## src/rtl/seg7_pkg.sv

```systemverilog
// Shared constants and helpers for the multiplexed seven-segment scan driver.
// Segment patterns here are active-high; display polarity is applied in the top.
package seg7_pkg;

    localparam int unsigned SEG_A  = 0;
    localparam int unsigned SEG_B  = 1;
    localparam int unsigned SEG_C  = 2;
    localparam int unsigned SEG_D  = 3;
    localparam int unsigned SEG_E  = 4;
    localparam int unsigned SEG_F  = 5;
    localparam int unsigned SEG_G  = 6;
    localparam int unsigned SEG_DP = 7;

    // Bit 0 = segment a ... bit 6 = segment g; 'b' and 'd' are lower-case glyphs.
    localparam logic [6:0] HEX_SEG [16] = '{
        7'h3F, 7'h06, 7'h5B, 7'h4F, 7'h66, 7'h6D, 7'h7D, 7'h07,
        7'h7F, 7'h6F, 7'h77, 7'h7C, 7'h39, 7'h5E, 7'h79, 7'h71
    };

    function automatic logic [6:0] hex_to_seg(input logic [3:0] hex);
        return HEX_SEG[hex];
    endfunction

    // Digit index width; a single-digit display still needs one bit.
    function automatic int unsigned idx_width(input int unsigned digits);
        return (digits <= 1) ? 1 : $clog2(digits);
    endfunction

endpackage

```

## src/rtl/seg7_hex_decode.sv

```systemverilog
// Combinational hex nibble to active-high seven-segment pattern (bit 0 = a).
module seg7_hex_decode
    import seg7_pkg::*;
(
    input  logic [3:0] hex,
    output logic [6:0] seg
);

    always_comb begin
        seg = hex_to_seg(hex);
    end

endmodule

```

## src/rtl/seg7_scan_n.sv

```systemverilog
// Multiplexed DIGITS-wide seven-segment scanner with prescaler, frame-latched shadow
// inputs, leading-zero blanking, per-slot anti-ghost blanking and configurable polarity.
module seg7_scan_n
    import seg7_pkg::*;
#(
    parameter int unsigned DIGITS         = 4,
    parameter int unsigned CLK_DIV        = 40000,
    parameter int unsigned BLANK_CYCLES   = 16,
    parameter bit          AN_ACTIVE_LOW  = 1'b1,
    parameter bit          CAT_ACTIVE_LOW = 1'b1
) (
    input  logic                  clk,
    input  logic                  rst_n,
    input  logic [4*DIGITS-1:0]   value,
    input  logic [DIGITS-1:0]     dp,
    input  logic [DIGITS-1:0]     digit_en,
    input  logic                  lzb,
    output logic [DIGITS-1:0]     an,
    output logic [7:0]            cat,
    output logic                  frame
);

    localparam int unsigned CNT_W = $clog2(CLK_DIV);
    localparam int unsigned IDX_W = idx_width(DIGITS);
    localparam logic [DIGITS-1:0] AN_OFF  = AN_ACTIVE_LOW  ? '1 : '0;
    localparam logic [7:0]        CAT_OFF = CAT_ACTIVE_LOW ? '1 : '0;

    if (DIGITS < 1 || DIGITS > 16 || CLK_DIV < 2 || BLANK_CYCLES >= CLK_DIV) begin : g_param_check
        $error("seg7_scan_n: illegal DIGITS/CLK_DIV/BLANK_CYCLES combination");
    end

    logic [CNT_W-1:0]    cnt;
    logic [IDX_W-1:0]    idx;
    logic                tick;
    logic                last_slot;
    logic [4*DIGITS-1:0] sh_value;
    logic [DIGITS-1:0]   sh_dp;
    logic [DIGITS-1:0]   sh_en;
    logic                sh_lzb;
    logic [3:0]          cur_nib;
    logic                cur_dp;
    logic                cur_en;
    logic                cur_lz;
    logic [DIGITS-1:0]   lz;
    logic [DIGITS-1:0]   sel;
    logic [6:0]          dec_seg;
    logic [7:0]          seg_hi;

    assign tick      = (cnt == CNT_W'(CLK_DIV - 1));
    assign last_slot = (idx == IDX_W'(DIGITS - 1));

    always_ff @(posedge clk or negedge rst_n) begin
        if (!rst_n) begin
            cnt <= '0;
            idx <= '0;
        end else if (tick) begin
            cnt <= '0;
            idx <= last_slot ? '0 : idx + 1'b1;
        end else begin
            cnt <= cnt + 1'b1;
        end
    end

    // Inputs are sampled only at the frame boundary so a frame never mixes old and new data.
    always_ff @(posedge clk or negedge rst_n) begin
        if (!rst_n) begin
            sh_value <= '0;
            sh_dp    <= '0;
            sh_en    <= '0;
            sh_lzb   <= 1'b0;
            frame    <= 1'b0;
        end else begin
            frame <= tick && last_slot;
            if (tick && last_slot) begin
                sh_value <= value;
                sh_dp    <= dp;
                sh_en    <= digit_en;
                sh_lzb   <= lzb;
            end
        end
    end

    // lz[i] is set when nibble i and every more-significant nibble are zero.
    always_comb begin
        lz = '1;
        for (int unsigned i = 0; i < DIGITS; i++) begin
            for (int unsigned j = 0; j < DIGITS; j++) begin
                if (j >= i && sh_value[4*j +: 4] != 4'h0) begin
                    lz[i] = 1'b0;
                end
            end
        end
    end

    always_comb begin
        cur_nib = '0;
        cur_dp  = 1'b0;
        cur_en  = 1'b0;
        cur_lz  = 1'b0;
        sel     = '0;
        for (int unsigned i = 0; i < DIGITS; i++) begin
            if (idx == IDX_W'(i)) begin
                cur_nib = sh_value[4*i +: 4];
                cur_dp  = sh_dp[i];
                cur_en  = sh_en[i];
                cur_lz  = lz[i] && (i != 0);
                sel[i]  = 1'b1;
            end
        end
    end

    seg7_hex_decode u_dec (
        .hex (cur_nib),
        .seg (dec_seg)
    );

    always_comb begin
        seg_hi         = '0;
        seg_hi[6:0]    = dec_seg;
        seg_hi[SEG_DP] = cur_dp;
        if (!cur_en) begin
            seg_hi = '0;
        end else if (sh_lzb && cur_lz) begin
            seg_hi[6:0] = '0;
        end
    end

    always_ff @(posedge clk or negedge rst_n) begin
        if (!rst_n) begin
            an  <= AN_OFF;
            cat <= CAT_OFF;
        end else if (cnt < CNT_W'(BLANK_CYCLES)) begin
            an  <= AN_OFF;
            cat <= CAT_OFF;
        end else begin
            an  <= AN_ACTIVE_LOW  ? ~sel    : sel;
            cat <= CAT_ACTIVE_LOW ? ~seg_hi : seg_hi;
        end
    end

endmodule

```

## config.mk

```make
export PLATFORM = sky130hd
export DESIGN_NAME = seg7_scan_n
export DESIGN_NICKNAME = d
export VERILOG_FILES = /design/src/rtl/seg7_pkg.sv /design/src/rtl/seg7_hex_decode.sv /design/src/rtl/seg7_scan_n.sv
export SDC_FILE = /design/constraint.sdc
export NUM_CORES = 1
export LEC_CHECK = 0
export CAP_MARGIN = 30
export CORE_ASPECT_RATIO = 1.25
export CORE_MARGIN = 3
export CORE_UTILIZATION = 45
export CTS_CLUSTER_SIZE = 30
export DETAILED_ROUTE_END_ITERATION = 10
export HOLD_SLACK_MARGIN = 0.12
export MAX_ROUTING_LAYER = met4
export PLACE_DENSITY = 0.64
export SLEW_MARGIN = 20
export SYNTH_ARGS = -nofsm -noshare
export SYNTH_HDL_FRONTEND = slang
export SYNTH_SLANG_ARGS = --single-unit
```

## constraint.sdc

```tcl
create_clock -name clk -period 6.85 [get_ports clk]
set_clock_uncertainty 0.05 [all_clocks]
set_input_delay 1.37 -clock clk [delete_from_list [all_inputs] [get_ports clk]]
set_output_delay 1.37 -clock clk [all_outputs]
set_load 0.005 [all_outputs]
```

==> impl_metrics.ini, run 1 <==
[timing]
drv_slew = 0
setup_viol = 0
timing.final.crit_period_ns = 2.76
timing.final.crit_share_pct = 40.2
worstMarginPinSlew_ns = 0.835
max_freq_mhz = 363
relSlewSlack_pct = 43.9
finalHoldViolations = 0
rsz0062_at_grt = false
tns_ns = 0

[logic_synthesis]
ys_seq_area_share_pct = 51.5
synth-main-ff-cell = dfrtp_1
synth-edff-count = 0
synth_cells = 237
avgSynthCellArea_um2 = 11.6
async_flop_share_pct = 100
syn_nets = 275
ys_warn_count = 0
yosysUniqueCellTypes = 42
synth-seq-cells = 56
syn-cell-area_um2 = 2750

[route]
drc = 0
drt_iter0_markers = 72
via_per_inst = 5.21
drt_pass1_iterations = 4
wl_per_cell_um = 14.7
via_count = 1881
ant_nets = 0
wl_mm = 5.31

[placement]
port_buffers = 39
placed_area_um2 = 3200
dp_hpwl_mm = 3.74
dpl.cell_count = 353
gp_congestion = 0.835

[final_layout]
fin_cells = 361
n_antenna_cell = 0
finalInstanceArea_um2 = 3310
area_growth_pct = 20.4
drive_gt1_share_pct = 17.2
final.fill_count = 488
nets = 316

[setup_path]
path_delay_family = flip-flops
critPathMaxStageDelay_ns = 0.53
worstSetupEndpointType = output port
cp.arrival_ns = 1.34
worstPathCellList = clkdlybuf4s50_1
cp_slowest_cell = dfstp_2
cp.buffers_inverters = 1
r2r_slack_ns = 4.28
worst-path-max-fanout = 1
cp-start-kind = register
critPathKind = reg -> out
critical_path_required_ns = 5.43

[clock_network]
cts_sinks = 56
insertion_delay_ns = 0.30
hold_buffers = 0
cts_root_buf = clkbuf_8
htreeDepth = 2
cts_resized = 0
postCtsSetupBuffers = 0
cts_tree = yes
cts_buffer_depth = 2
cts_made_buffers = 5
clk_pin_slew_worst_paths_ns = 0.10

[floorplan]
start_util_pct = 46.9
rows = 31
coreArea_um2 = 5860
die-area_um2 = 7090
die_y_um = 93.4
die_x_um = 75.9
pin_count = 40

[global_route]
grt_pass1_vias = 1876
grt_antenna_before_repair = 0
grt_pass1_wl_mm = 9.05
track_usage_pct = 16.5
grt_max_degree = 57
overflow = 0

[pwr]
power_density_nw_per_um2 = 171
ir_drop_mv = 0.134
p_leak_uw = 0.00146

[worst_hold_path]
hp-class = reg -> reg

[outcome]
status = finished, final reports clean

[run]
drv_cap = 0
sequential cells by signal, summed over array words and instances, names as in the netlist:
signal and cells:
an 4, cat 8, cnt 16, frame 1
idx 2, sh_dp 4, sh_en 4, sh_lzb 1
sh_value 16
worst paths after layout:
path	startpoint	endpoint	cells after the start
worst max-delay path	an[2]$_DFF_PN1_	an[2]	1
worst max register to register	idx[1]$_DFFE_PN0N_	cat[3]$_DFF_PN1_	10
max in group asynchronous	rst_n	sh_lzb$_DFFE_PN0P_	2
worst min-delay path	cnt[13]$_DFF_PN0_	cnt[13]$_DFF_PN0_	1
min in group asynchronous	rst_n	cnt[4]$_DFF_PN0_	2
worst min register to register	cnt[13]$_DFF_PN0_	cnt[13]$_DFF_PN0_	1
layout by cell type (no fill, tap or decap), drive strengths merged, types with 5 or more instances in the layout:
cell and instances:
dfrtp 44, clkdlybuf4s50 38, mux2 22, nand2 17, nor2 16, dfstp 12, nand3 12, o21ai 11
ha 11, xor2 10, inv 9, a21oi 6, a211oi 6, clkbuf 6, nor2b 5, buf 5
and3 5
Yosys cell counts, drive strengths merged, types with 3 or more instances:
cell type	number	share of area [%]
nor4	4	2.0
xnor2	4	1.3
xor2	10	3.2
and3	5	1.2
dfstp	12	11
nand2	17	2.4
a21oi	6	1.1
a211oi	6	1.6
nor2	16	2.2
nor3	4	0.73
a31oi	3	0.68
o21ai	11	2.0
nand3	12	2.4
ha	11	5.0
buf	6	1.5
a221oi	3	0.96
nor2b	5	1.1
inv	9	1.2
clkbuf	3	0.77
mux2	22	10
dfrtp	44	40
nand3b	4	1.1
o221ai	3	0.96
nand4	3	0.68
where the power goes:
| part | total (uW) | internal (uW) | switching (uW) |
|---|---|---|---|
| Combinational | 21.4 | 13.1 | 8.35 |
| Clock | 213 | 109 | 104 |
| Sequential | 331 | 331 | 0 |
| Total | 565 | 453 | 112 |
per-stage QoR:
| step | hold WS, ns | setup WS (ns) | total power [uW] | utilization [%] |
|---|---|---|---|---|
| final | 0.454 | 4.09 | 565 | 56.5 |
| after global routing | 0.482 | 3.99 | 587 | 56.5 |
| after CTS | 0.456 | 4.08 | 571 | 56.5 |
| after detailed placement | 0.441 | 4.32 | 359 | 54.7 |
| after global placement | 0.441 | 4.38 | 359 | 54.7 |
| after floorplan | 0.410 | 4.67 | 337 | - |
routing by layer:
layer,track usage (%),share of wire (%),up-vias
met3,2.99,3.5,6
li1,-,-,926
met5,-,0,-
met2,25.4,46,45
met1,22.4,49,904
met4,5.44,1.4,0
cell type report:
cell class	instances	area, um^2	share of cell area [%]
Sequential cell	56	1420	42.8
Multi-Input combinational cell	163	1230	37.3
Timing Repair Buffer	43	415	12.5
Tap cell	82	103	3.10
Clock buffer	6	72.6	2.19
Clock inverter	2	35.0	1.06
Inverter	9	33.8	1.02
logic make-up after synthesis:
| kind of cell | count (synthesis) | synth area share, % |
|---|---|---|
| simple gates | 78 | 15.8 |
| flops | 56 | 51.5 |
| compound gates | 36 | 8.56 |
| mux | 24 | 11.1 |
| buf+inv | 18 | 3.55 |
| xor+xnor | 14 | 4.46 |
| fa+ha+maj | 11 | 5.01 |
Power figures use the tool's default switching activity.
==> run 2: changes to the inputs <==
PLACE_DENSITY = 0.67   (was 0.64)
clock period = 2.45 ns   (was 6.85 ns; I/O delays follow)
==> impl_metrics.ini, run 2 (same netlist as run 1, synthesis figures left out) <==
[setup_path]
cp-start-kind = register
cp.arrival_ns = 2.46
cp_slowest_cell = dfrtp_1
r2r_slack_ns = 0.18
path_delay_family = simple AND/OR/NAND/NOR gates
cp_common_cell = inv_1
r2r_cells = 11
critPathMaxStageDelay_ns = 0.39
critical_path_required_ns = 2.64
critPathKind = reg -> reg
reg2reg_to = cat[3]$_DFF_PN1_
cp.buffers_inverters = 3
worst-path-max-fanout = 6
worstSetupEndpointType = register
crit_cells = 11
rr_startpoint = idx[1]$_DFFE_PN0N_
worstPathCellList = inv_1, ha_2, buf_4, nand3b_1, a221oi_2, nor2_2, inv_1, ha_1, nand2_1, and3_1, o21ai_0

[floorplan]
die-area_um2 = 7090
start_util_pct = 46.9
rows = 31
coreArea_um2 = 5860
pin_count = 40
die_x_um = 75.9
die_y_um = 93.4

[global_route]
grt_max_degree = 57
grt_antenna_before_repair = 0
track_usage_pct = 16.7
overflow = 0
grt_pass1_wl_mm = 9.28
grt_pass1_vias = 1939

[route]
wl_per_cell_um = 14.8
wl_mm = 5.44
drt_iter0_markers = 103
drt_pass1_iterations = 4
via_per_inst = 5.22
ant_nets = 0
drc = 0
via_count = 1927

[timing]
tns_ns = 0
setup_viol = 0
relSlewSlack_pct = 53.3
max_freq_mhz = 440
drv_slew = 0
worstMarginPinSlew_ns = 0.701
finalHoldViolations = 0
timing.final.crit_share_pct = 92.9
timing.final.crit_period_ns = 2.28
setup_ws_ns = 0.175

[final_layout]
largestRegisters = cnt x16, sh_value x16, cat x8
area_growth_pct = 23.7
finalInstanceArea_um2 = 3400
final_common_cell = dfrtp_1
final_cell_mix = 44 x dfrtp_1, 38 x clkdlybuf4s50_1, 16 x nand2_1, 15 x nor2_1, 12 x dfstp_2
nets = 324
drive_gt1_share_pct = 22.3
final.fill_count = 500
n_antenna_cell = 0

[clock_network]
cts_buffer_depth = 2
cts_sinks = 56
cts_tree = yes
cts_made_buffers = 5
insertion_delay_ns = 0.31
htreeDepth = 2
cts_root_buf = clkbuf_8
clk_pin_slew_worst_paths_ns = 0.10

[run]
drv_cap = 0

[pwr]
ir_drop_mv = 0.349
p_seq_share_pct = 61.5
intPower_uw = 1190
power_uw = 1500
pwr-share-clk_pct = 34.5
p_leak_uw = 0.00149
p_sw_uw = 310
power_density_nw_per_um2 = 442
p_sw_share_pct = 20.6
power_frac_comb_pct = 4.0

[placement]
gp_congestion = 0.843
dp_hpwl_mm = 3.76
placed_area_um2 = 3260
port_buffers = 39
pre_cts_ws_ns = 0.0183

[outcome]
status = finished, final reports clean

[worst_hold_path]
hp-class = in -> async
[run 2: through the flow]
stage / std cells / util (%) / hold slack [ns]
2_1_floorplan: 237 / - / 0.144
4_1_cts: 367 / 57.2 / 0.288
5_1_grt: 369 / 58.0 / 0.308
3_3_place_gp: 359 / 55.7 / 0.440
3_5_place_dp: 359 / 55.7 / 0.443
6_report: 369 / 58.0 / 0.251
[run 2: power groups by stage]
stage / registers [uW] / logic, uW / clock network, uW
CTS: 925 / 62.1 / 537
global route: 925 / 66.0 / 576
finish: 925 / 59.8 / 518
detailed placement: 942 / 62.0 / 0
global placement: 942 / 61.5 / 0
floorplan: 942 / 0.581 / 0
[run 2: repair_timing]
item,4_1_cts,5_1_grt
setup buffers,0,2
endpoints found under the setup margin,0,7
resized for setup,0,10
hold buffers,0,0
hold endpoints to repair,0,0
[run 2: worst max path at each step]
stage | from | endpoint | slack, ns
global route | idx[1]$_DFFE_PN0N_ | cat[3]$_DFF_PN1_ | -0.04
finish | idx[1]$_DFFE_PN0N_ | cat[3]$_DFF_PN1_ | 0.18
global placement | idx[0]$_DFFE_PN0N_ | cat[3]$_DFF_PN1_ | 0.11
floorplan | idx[0]$_DFFE_PN0N_ | cat[3]$_DFF_PN1_ | 0.27
CTS | idx[1]$_DFFE_PN0N_ | cat[3]$_DFF_PN1_ | 0.02
detailed placement | idx[1]$_DFFE_PN0N_ | cat[3]$_DFF_PN1_ | 0.02
[run 2: area by class of cell]
| type | instances | area, um^2 | share of cell area [%] |
|---|---|---|---|
| multi-input cells | 163 | 1270 | 37.3 |
| flip-flops and latches | 56 | 1420 | 41.7 |
| inverters | 9 | 33.8 | 0.994 |
| well taps | 82 | 103 | 3.02 |
| repair buffers | 51 | 488 | 14.4 |
| clock buffers | 8 | 90.1 | 2.65 |
[run 2: metal layers]
layer,vias up,wire length [um],GRT usage [%]
met5,-,0,-
met4,0,74,5.44
met3,8,187,3.08
met2,34,2600,27.3
met1,953,2580,21.2
li1,932,-,-
